[src/rtl/fft_pkg.sv]
// ---------------------------------------------------------------------------
// fft_pkg
// Shared constants, the load-controller state type and a small helper for
// the FFT front end (address-prepare stage, load controller, butterflies).
//   ADDR_WIDTH  address width shared by prepare stage and RAMs
//   DATA_WIDTH  sample width, {re[15:0], im[15:0]}
//   MAX_STAGE   largest supported log2(N)
//   load_state_t  IDLE / LOAD / DRAIN / DONE
//   pow2m1(stage) returns 2**stage-1 at ADDR_WIDTH bits
// ---------------------------------------------------------------------------
package fft_pkg;

    localparam int ADDR_WIDTH = 12;
    localparam int DATA_WIDTH = 32;
    localparam logic [3:0] MAX_STAGE = 4'd10;

    typedef enum logic [1:0] {
        IDLE,
        LOAD,
        DRAIN,
        DONE
    } load_state_t;

    function automatic logic [ADDR_WIDTH-1:0] pow2m1(input logic [3:0] stage);
        logic [ADDR_WIDTH-1:0] one;
        one = {{(ADDR_WIDTH-1){1'b0}}, 1'b1};
        return (one << stage) - one;
    endfunction

endpackage

[src/rtl/fft_align_pipe.sv]
// ---------------------------------------------------------------------------
// fft_align_pipe
// Fixed-depth shift register used to line up read data / read strobes with
// the bit-reversed write address coming out of the prepare stage.
// A DEPTH of 0 degenerates to a plain wire.
//   clk    in   clock, rising edge
//   rst_n  in   asynchronous reset, active-low (clears every stage)
//   flush  in   synchronous clear of every stage
//   din    in   WIDTH-bit input
//   dout   out  WIDTH-bit output, din delayed by DEPTH cycles
// ---------------------------------------------------------------------------
module fft_align_pipe #(
    parameter int DEPTH = 1,
    parameter int WIDTH = 1
) (
    input  logic             clk,
    input  logic             rst_n,
    input  logic             flush,
    input  logic [WIDTH-1:0] din,
    output logic [WIDTH-1:0] dout
);

    generate
        if (DEPTH == 0) begin : g_wire
            assign dout = din;
        end else begin : g_pipe
            logic [DEPTH-1:0][WIDTH-1:0] stage_q;
            logic [DEPTH-1:0][WIDTH-1:0] stage_d;

            always_comb begin
                stage_d = stage_q;
                if (flush) begin
                    stage_d = '0;
                end else begin
                    stage_d[0] = din;
                    for (int i = 1; i < DEPTH; i++) begin
                        stage_d[i] = stage_q[i-1];
                    end
                end
            end

            always_ff @(posedge clk or negedge rst_n) begin
                if (!rst_n) begin
                    stage_q <= '0;
                end else begin
                    stage_q <= stage_d;
                end
            end

            assign dout = stage_q[DEPTH-1];
        end
    endgenerate

endmodule

[src/rtl/fft_load_ctrl.sv]
// ---------------------------------------------------------------------------
// fft_load_ctrl
// Loads one frame of N samples from the input buffer RAM into the FFT
// working RAM in bit-reversed order, using the address-prepare stage for the
// linear read address and the bit-reversed (+1) write address.
//   clk, rst_n         clock / asynchronous active-low reset
//   start, abort       frame request / cancel
//   stage_number       log2(N), 1..MAX_STAGE
//   max_point_fft      N-1, must be 2**stage_number-1
//   ena_prepare        enable to the prepare stage (high while reading)
//   input_addr         linear address from the prepare stage
//   fft_addr_prepare   bit-reversed address +1, ADDR_LAG cycles behind
//   in_rd_en/addr/data input RAM read port (data RD_LAT cycles after en)
//   fft_wr_en/addr/data working RAM write port
//   busy               high in LOAD and DRAIN
//   done               one-cycle pulse when the whole frame is written
//   err_cfg            one-cycle pulse when a start is rejected
// ---------------------------------------------------------------------------
module fft_load_ctrl
    import fft_pkg::*;
#(
    parameter int RD_LAT   = 1,
    parameter int ADDR_LAG = 2
) (
    input  logic                  clk,
    input  logic                  rst_n,
    input  logic                  start,
    input  logic                  abort,
    input  logic [3:0]            stage_number,
    input  logic [ADDR_WIDTH-1:0] max_point_fft,
    output logic                  ena_prepare,
    input  logic [ADDR_WIDTH-1:0] input_addr,
    input  logic [ADDR_WIDTH-1:0] fft_addr_prepare,
    output logic                  in_rd_en,
    output logic [ADDR_WIDTH-1:0] in_rd_addr,
    input  logic [DATA_WIDTH-1:0] in_rd_data,
    output logic                  fft_wr_en,
    output logic [ADDR_WIDTH-1:0] fft_wr_addr,
    output logic [DATA_WIDTH-1:0] fft_wr_data,
    output logic                  busy,
    output logic                  done,
    output logic                  err_cfg
);

    localparam int DATA_DLY = ADDR_LAG - RD_LAT;
    localparam int DRAIN_W  = (ADDR_LAG < 1) ? 1 : $clog2(ADDR_LAG + 1);
    localparam logic [ADDR_WIDTH-1:0] ONE = {{(ADDR_WIDTH-1){1'b0}}, 1'b1};

    load_state_t           state_q, state_d;
    logic [ADDR_WIDTH-1:0] rd_cnt_q, rd_cnt_d;
    logic [ADDR_WIDTH-1:0] n_q, n_d;
    logic [DRAIN_W-1:0]    drain_cnt_q, drain_cnt_d;
    logic                  err_cfg_q, err_cfg_d;

    logic                  cfg_ok;
    logic                  wr_valid;
    logic [DATA_WIDTH-1:0] wr_data_dly;

    assign cfg_ok = (stage_number != 4'd0) &&
                    (stage_number <= MAX_STAGE) &&
                    (max_point_fft == pow2m1(stage_number));

    // DRAIN lasts ADDR_LAG+1 cycles: the last read needs ADDR_LAG cycles to
    // reach the write port, and one more cycle lets the valid pipe show empty
    // before done is raised. Abort overrides everything, including a start
    // arriving in the same cycle.
    always_comb begin
        state_d     = state_q;
        rd_cnt_d    = rd_cnt_q;
        n_d         = n_q;
        drain_cnt_d = drain_cnt_q;
        err_cfg_d   = 1'b0;
        if (abort) begin
            state_d = IDLE;
        end else begin
            case (state_q)
                IDLE: begin
                    if (start) begin
                        if (cfg_ok) begin
                            state_d  = LOAD;
                            n_d      = max_point_fft + ONE;
                            rd_cnt_d = '0;
                        end else begin
                            err_cfg_d = 1'b1;
                        end
                    end
                end
                LOAD: begin
                    rd_cnt_d = rd_cnt_q + ONE;
                    if (rd_cnt_q == n_q - ONE) begin
                        state_d     = DRAIN;
                        drain_cnt_d = '0;
                    end
                end
                DRAIN: begin
                    drain_cnt_d = drain_cnt_q + 1'b1;
                    if (drain_cnt_q == DRAIN_W'(ADDR_LAG)) begin
                        state_d = DONE;
                    end
                end
                DONE: begin
                    state_d = IDLE;
                end
                default: begin
                    state_d = IDLE;
                end
            endcase
        end
    end

    always_ff @(posedge clk or negedge rst_n) begin
        if (!rst_n) begin
            state_q     <= IDLE;
            rd_cnt_q    <= '0;
            n_q         <= '0;
            drain_cnt_q <= '0;
            err_cfg_q   <= 1'b0;
        end else begin
            state_q     <= state_d;
            rd_cnt_q    <= rd_cnt_d;
            n_q         <= n_d;
            drain_cnt_q <= drain_cnt_d;
            err_cfg_q   <= err_cfg_d;
        end
    end

    assign ena_prepare = (state_q == LOAD);
    assign in_rd_en    = (state_q == LOAD);
    assign in_rd_addr  = in_rd_en ? input_addr : '0;
    assign busy        = (state_q == LOAD) || (state_q == DRAIN);
    assign done        = (state_q == DONE);
    assign err_cfg     = err_cfg_q;

    // Read strobes travel the full address lag; the data only needs the part
    // of the lag not already covered by the RAM read latency.
    fft_align_pipe #(
        .DEPTH (ADDR_LAG),
        .WIDTH (1)
    ) u_valid_pipe (
        .clk   (clk),
        .rst_n (rst_n),
        .flush (abort),
        .din   (in_rd_en),
        .dout  (wr_valid)
    );

    fft_align_pipe #(
        .DEPTH (DATA_DLY),
        .WIDTH (DATA_WIDTH)
    ) u_data_pipe (
        .clk   (clk),
        .rst_n (rst_n),
        .flush (abort),
        .din   (in_rd_data),
        .dout  (wr_data_dly)
    );

    // Address and data are forced to 0 between writes so the write port is
    // quiet whenever fft_wr_en is low.
    assign fft_wr_en   = wr_valid;
    assign fft_wr_addr = wr_valid ? fft_addr_prepare : '0;
    assign fft_wr_data = wr_valid ? wr_data_dly : '0;

endmodule

[config.mk]
export PLATFORM = sky130hd
export DESIGN_NAME = fft_load_ctrl
export DESIGN_NICKNAME = d
export VERILOG_FILES = /design/src/rtl/fft_pkg.sv /design/src/rtl/fft_align_pipe.sv /design/src/rtl/fft_load_ctrl.sv
export SDC_FILE = /design/constraint.sdc
export NUM_CORES = 1
export LEC_CHECK = 0
export CAP_MARGIN = 20
export CELL_PAD_IN_SITES_DETAIL_PLACEMENT = 1
export CELL_PAD_IN_SITES_GLOBAL_PLACEMENT = 1
export CORE_ASPECT_RATIO = 1.2
export CORE_MARGIN = 3
export CORE_UTILIZATION = 25
export CTS_CLUSTER_DIAMETER = 50
export DETAILED_ROUTE_END_ITERATION = 8
export PLACE_DENSITY_LB_ADDON = 0.1
export SETUP_SLACK_MARGIN = 0.1
export SLEW_MARGIN = 20
export SYNTH_ARGS = -nofsm -noshare
export SYNTH_HDL_FRONTEND = slang
export SYNTH_HIERARCHICAL = 1
export SYNTH_SLANG_ARGS = --single-unit
[constraint.sdc]
create_clock -name clk -period 2.3 [get_ports clk]
set_clock_uncertainty 0.15 [all_clocks]
set_input_delay 0.69 -clock clk [delete_from_list [all_inputs] [get_ports clk]]
set_output_delay 0.69 -clock clk [all_outputs]
set_load 0.01 [all_outputs]
==> flow_results.org <==
** Status
- Status :: finished with violations
- The final reports fail on setup timing.

** Clocking
- The tree is rooted in a clkbuf_16.
- Clock edge transition at the registers on the reported setup and hold paths :: about 0.050 ns
- In this run, CTS created clock tree buffers numbering 9.
- TritonCTS clock tree :: yes
- The H-tree was split into 3 levels.
- CTS max path bufs :: 2
- Clock latency on the worst-skew pair, taken at its later pin, is around 0.33 ns.
- CTS saw 63 sinks.

** Timing
- For the final routed database, the setup TNS stands at -18.09 ns.
- Total count of max-transition violations in the final report :: 0
- Period minus WS final :: between 3 and 4 ns
- Tcrit/Tclk final :: 1.34
- The final hold violation count came to 0.
- Max-slew headroom at the worst pin :: 0.417
- PnR worst setup slack :: -0.784 ns
- Unrepaired setup endpoints after global routing :: yes
- Max Clock Freq :: approximately 0.32 GHz
- Worst Tran Pin Value :: slightly below 0.9 ns
- Setup violations remaining at the end of the flow were counted as 29.

** Floorplan
- Number of top-level design ports :: roughly 140
- The floorplan step defined a die boundary enclosing ~0.017 sq mm.
- The initial utilization of the core area, before any placement, comes to 0.259.
- After floorplanning, the core was divided into 49 placement rows.
- In this run the horizontal extent of the chip is roughly 120 microns.
- Die Height :: ~140 microns
- Core region area :: ~0.015 sq mm

** Yosys
- Of the total synthesized cell area, the portion taken by XOR and XNOR cells is 0.0581.
- Cell Area, Synth :: roughly 0.004 sq mm
- Of the total synthesized cell area, the portion taken by full adders, half adders and majority gates is 0.0287.
- Dominant synthesized flop cell :: dfrtp_1
- Fraction of synthesis flops using an asynchronous set or reset pin :: 1.00
- Yosys mapped the design onto 64 distinct sky130hd cell types.
- Portion of netlist area occupied by mux cells :: 0.0367
- In this run, synthesis inferred 0 flip-flops with an integrated enable.
- Dominant combinational cell family by area after synthesis :: simple AND/OR/NAND/NOR gates
- Synthesis handed over a netlist of about 420 instances.
- The average instance in the mapped netlist occupies roughly 9.4 sq um.
- Proportion of synthesized chip area in sequential cells :: 0.402
- Complex-gate fraction of the synthesized area :: 0.111
- After synthesis the netlist holds a flip-flop and latch count of 63.
- Post-synthesis share of cell area spent on and, or, nand and nor gates :: 0.321
- Ys Warns :: 6
- Post-synth net total :: 500

** Routing
- In the final routed layout, each cell accounts on average for 17.1 microns.
- After detailed routing, the number of vias per cell comes to 4.63.
- The first routing iteration left 79 violations.
- Summed over all layers, the routed wires come to approximately 15000 microns.
- The detail route stage leaves a number of antenna-violating nets equal to 0.
- Number of search-and-repair iterations in the first detailed-routing pass :: 4
- The final route contains roughly 4000 vias.
- For this run, design rule violations remaining after detail routing come to 0.

** Place
- Final Wtd Congestion :: roughly 0.83
- Worst slack after detailed placement :: -1.65 ns
- Detailed placement finished with a half-perimeter wire length of roughly 11000 microns.
- Count of buffers inserted at the top-level ports :: about 140

** Power
- In this run the power spent charging and discharging nets is 0.00103 W.
- Fraction of power consumed by combinational cells :: 0.277
- Cell internal power was estimated by the tool at between 0.002 and 0.003 W.
- Share of total power in sequential cells :: 0.331
- Power spread over the standard cell area amounts to around 530 mW/mm^2.
- IR analysis of the VDD net gives a maximum drop of approximately 0.38 mV.
- Of the total power, the share spent switching nets is 0.275.
- Summing internal, switching and leakage power gives between 0.003 and 0.004 W.
- Leakage power summed over all cells :: 3.24 nW
- Portion of total power attributed to the clock network :: 0.391

** GRT
- Vias in the first global route :: between 4000 and 5000
- Met3 usage in global routing :: 0.0321
- Global routing usage on met2 :: 0.316
- Met1 routing resource usage after global routing :: 0.182
- Global-route wire length before repair :: 22500 microns
- Total congestion overflow after global routing :: 0
- Largest net degree at the start of global routing :: 43
- After global routing, the most crowded layer is met2.
- The number of antenna violations at the first check in global routing came to 0.
- For this run, the total global-route usage over all layers was measured as 0.164.

** Layout
- Layout-stage area growth over the synthesis result :: 79.8%
- Layout cell share with drive strength beyond 1 :: 0.433
- Antenna diode count :: 0
- Counting the fill cells in the layout gives around 1700.
- Measured on the finished design, the core utilization comes to 0.465.
- For this run, the post-layout net count is between 700 and 800.

** Worst setup path
- Crit path top cell by count :: buf_6
- Maximum fanout along the worst path :: 5
- Endpoint kind of the worst setup timing path :: flip-flop
- The worst setup path is launched from a primary input.
- At the worst endpoint, the required time is between 2 and 2.5 ns.
- Largest incremental delay on the critical path :: between 0.5 and 0.6 ns
- In this run the worst setup path begins at stage_number[1].
- The critical path is of the primary input to flip-flop type.
- Slowest library cell on the worst path :: or4_4
- CP bufs+invs :: 2
- The critical path goes through buf_6, or4_4, ha_4, xor2_2, nand3_1, o21a_1, nor4_4, buf_6, nand4_1, a21boi_2, mux2_4.
- Arr. time, crit path :: 3.15 ns
- The cell family contributing the most delay on the critical path is simple AND/OR/NAND/NOR gates.
- In this run the critical register-to-register path is launched from n_q[1]$_DFFE_PN0P_.

** Min path
- Hold WC Path Type :: primary input to async pin

** Job
- The tool flagged a number of max-cap violations equal to 0.
worst paths after layout:
check                                              endpoint  slack [ns]  cells past startpoint
worst min-delay path                rd_cnt_q[8]$_DFFE_PN0P_        0.17                      1
worst min register to register  u_valid_pipe/dout$_DFF_PN0_        0.34                      1
worst max register to register       state_q[0]$_DFFE_PN0P_       -0.30                     10
max in group asynchronous       u_valid_pipe/dout$_DFF_PN0_        1.29                      2
min in group clk                u_valid_pipe/dout$_DFF_PN0_        0.34                      1
worst max-delay path                 state_q[0]$_DFFE_PN0P_       -0.78                     11
metrics by stage:
stage          hold WS (ns)  cell area, sq um  instances
6_report              0.166              7040        860
5_1_grt               0.193              7040        860
4_1_cts               0.182              6620        850
3_5_place_dp          0.332              6160        815
3_3_place_gp          0.300              6160        815
2_1_floorplan         0.244              4020        415
power groups by stage:
| stage | logic (W) | clock network [W] | registers, W |
|---|---|---|---|
| global route | 0.00113 | 0.00156 | 0.00125 |
| CTS | 0.000938 | 0.00149 | 0.00124 |
| finish | 0.00104 | 0.00147 | 0.00124 |
| detailed placement | 0.000863 | 0 | 0.00125 |
| global placement | 0.000837 | 0 | 0.00125 |
| floorplan | 0.000387 | 0 | 0.00124 |
routing by layer:
layer	up-vias	part of all wire
li1	1904	-
met1	1969	0.39
met2	88	0.55
met3	19	0.040
met4	0	0.018
met5	-	0
kinds of logic (layout without fill, tap and decap cells):
logic type | after synthesis | count (layout)
fa+ha+maj | 9 | 9
buf+inv | 32 | 272
compound gates | 60 | 61
flops | 63 | 63
mux | 13 | 13
simple gates | 212 | 212
xor+xnor | 26 | 26
synthesized netlist by cell type, types with 3 or more instances:
master / count / area, sq um
buf_4: 6 / 45.0
xnor2_1: 13 / 114
nand3b_1: 6 / 45.0
nor3b_1: 3 / 22.5
nor2_1: 20 / 75.1
xor2_1: 13 / 114
ha_1: 9 / 113
inv_1: 9 / 33.8
nand3_1: 16 / 80.1
nand2_1: 18 / 67.6
a31oi_1: 5 / 31.3
nor2b_1: 37 / 231
dfrtp_1: 63 / 1580
a211oi_1: 4 / 30.0
a21oi_1: 11 / 55.1
or3_1: 7 / 43.8
nand2b_1: 4 / 25.0
mux2_2: 10 / 113
and2_1: 63 / 394
nand4_1: 5 / 31.3
nor3_1: 13 / 65.1
o21ai_0: 13 / 65.1
and3_1: 7 / 43.8
buf_2: 5 / 25.0
clkbuf_1: 9 / 33.8
sequential cells by signal, summed over array words and instances (netlist names):
name	flops
err_cfg	1
rd_cnt_q	12
n_q	12
u_valid_pipe/dout	1
u_data_pipe/dout	32
drain_cnt_q	2
state_q	2
u_valid_pipe/g_pipe.stage_q	1
cells in the final DEF, fill, tap and decap left out, types with 9 or more instances in the layout:
| cell type | netlist | final |
|---|---|---|
| buf_2 | 5 | 15 |
| nand3_1 | 16 | 14 |
| xor2_1 | 13 | 11 |
| nor3_1 | 13 | 11 |
| clkbuf_2 | 0 | 9 |
| mux2_4 | 0 | 11 |
| dfrtp_1 | 63 | 62 |
| nand2_1 | 18 | 15 |
| nor2_1 | 20 | 20 |
| dlygate4sd2_1 | 0 | 21 |
| buf_6 | 2 | 51 |
| clkdlybuf4s50_1 | 0 | 51 |
| xnor2_1 | 13 | 13 |
| and2_4 | 0 | 38 |
| and2_1 | 63 | 26 |
| clkbuf_16 | 0 | 11 |
| buf_4 | 6 | 88 |
| nor2b_1 | 37 | 37 |
cell type report:
class / instances / area, sq um / share of cell area
Clock buffer: 10 / 229 / 0.0325
Clock inverter: 6 / 85.1 / 0.0121
Inverter: 9 / 36.3 / 0.00515
Multi-Input combinational cell: 321 / 2560 / 0.363
Sequential cell: 63 / 1580 / 0.224
Tap cell: 204 / 255 / 0.0362
Timing Repair Buffer: 247 / 2300 / 0.327
repair_timing:
| action | in CTS | in global routing |
|---|---|---|
| pin swaps | 43 | 28 |
| hold buffers | 0 | 0 |
| endpoints found under the setup margin | 90 | 86 |
| cloned | 3 | 3 |
| resized for setup | 312 | 96 |
| setup buffers | 16 | 9 |
Note: power is estimated with default switching activity, not from simulation.
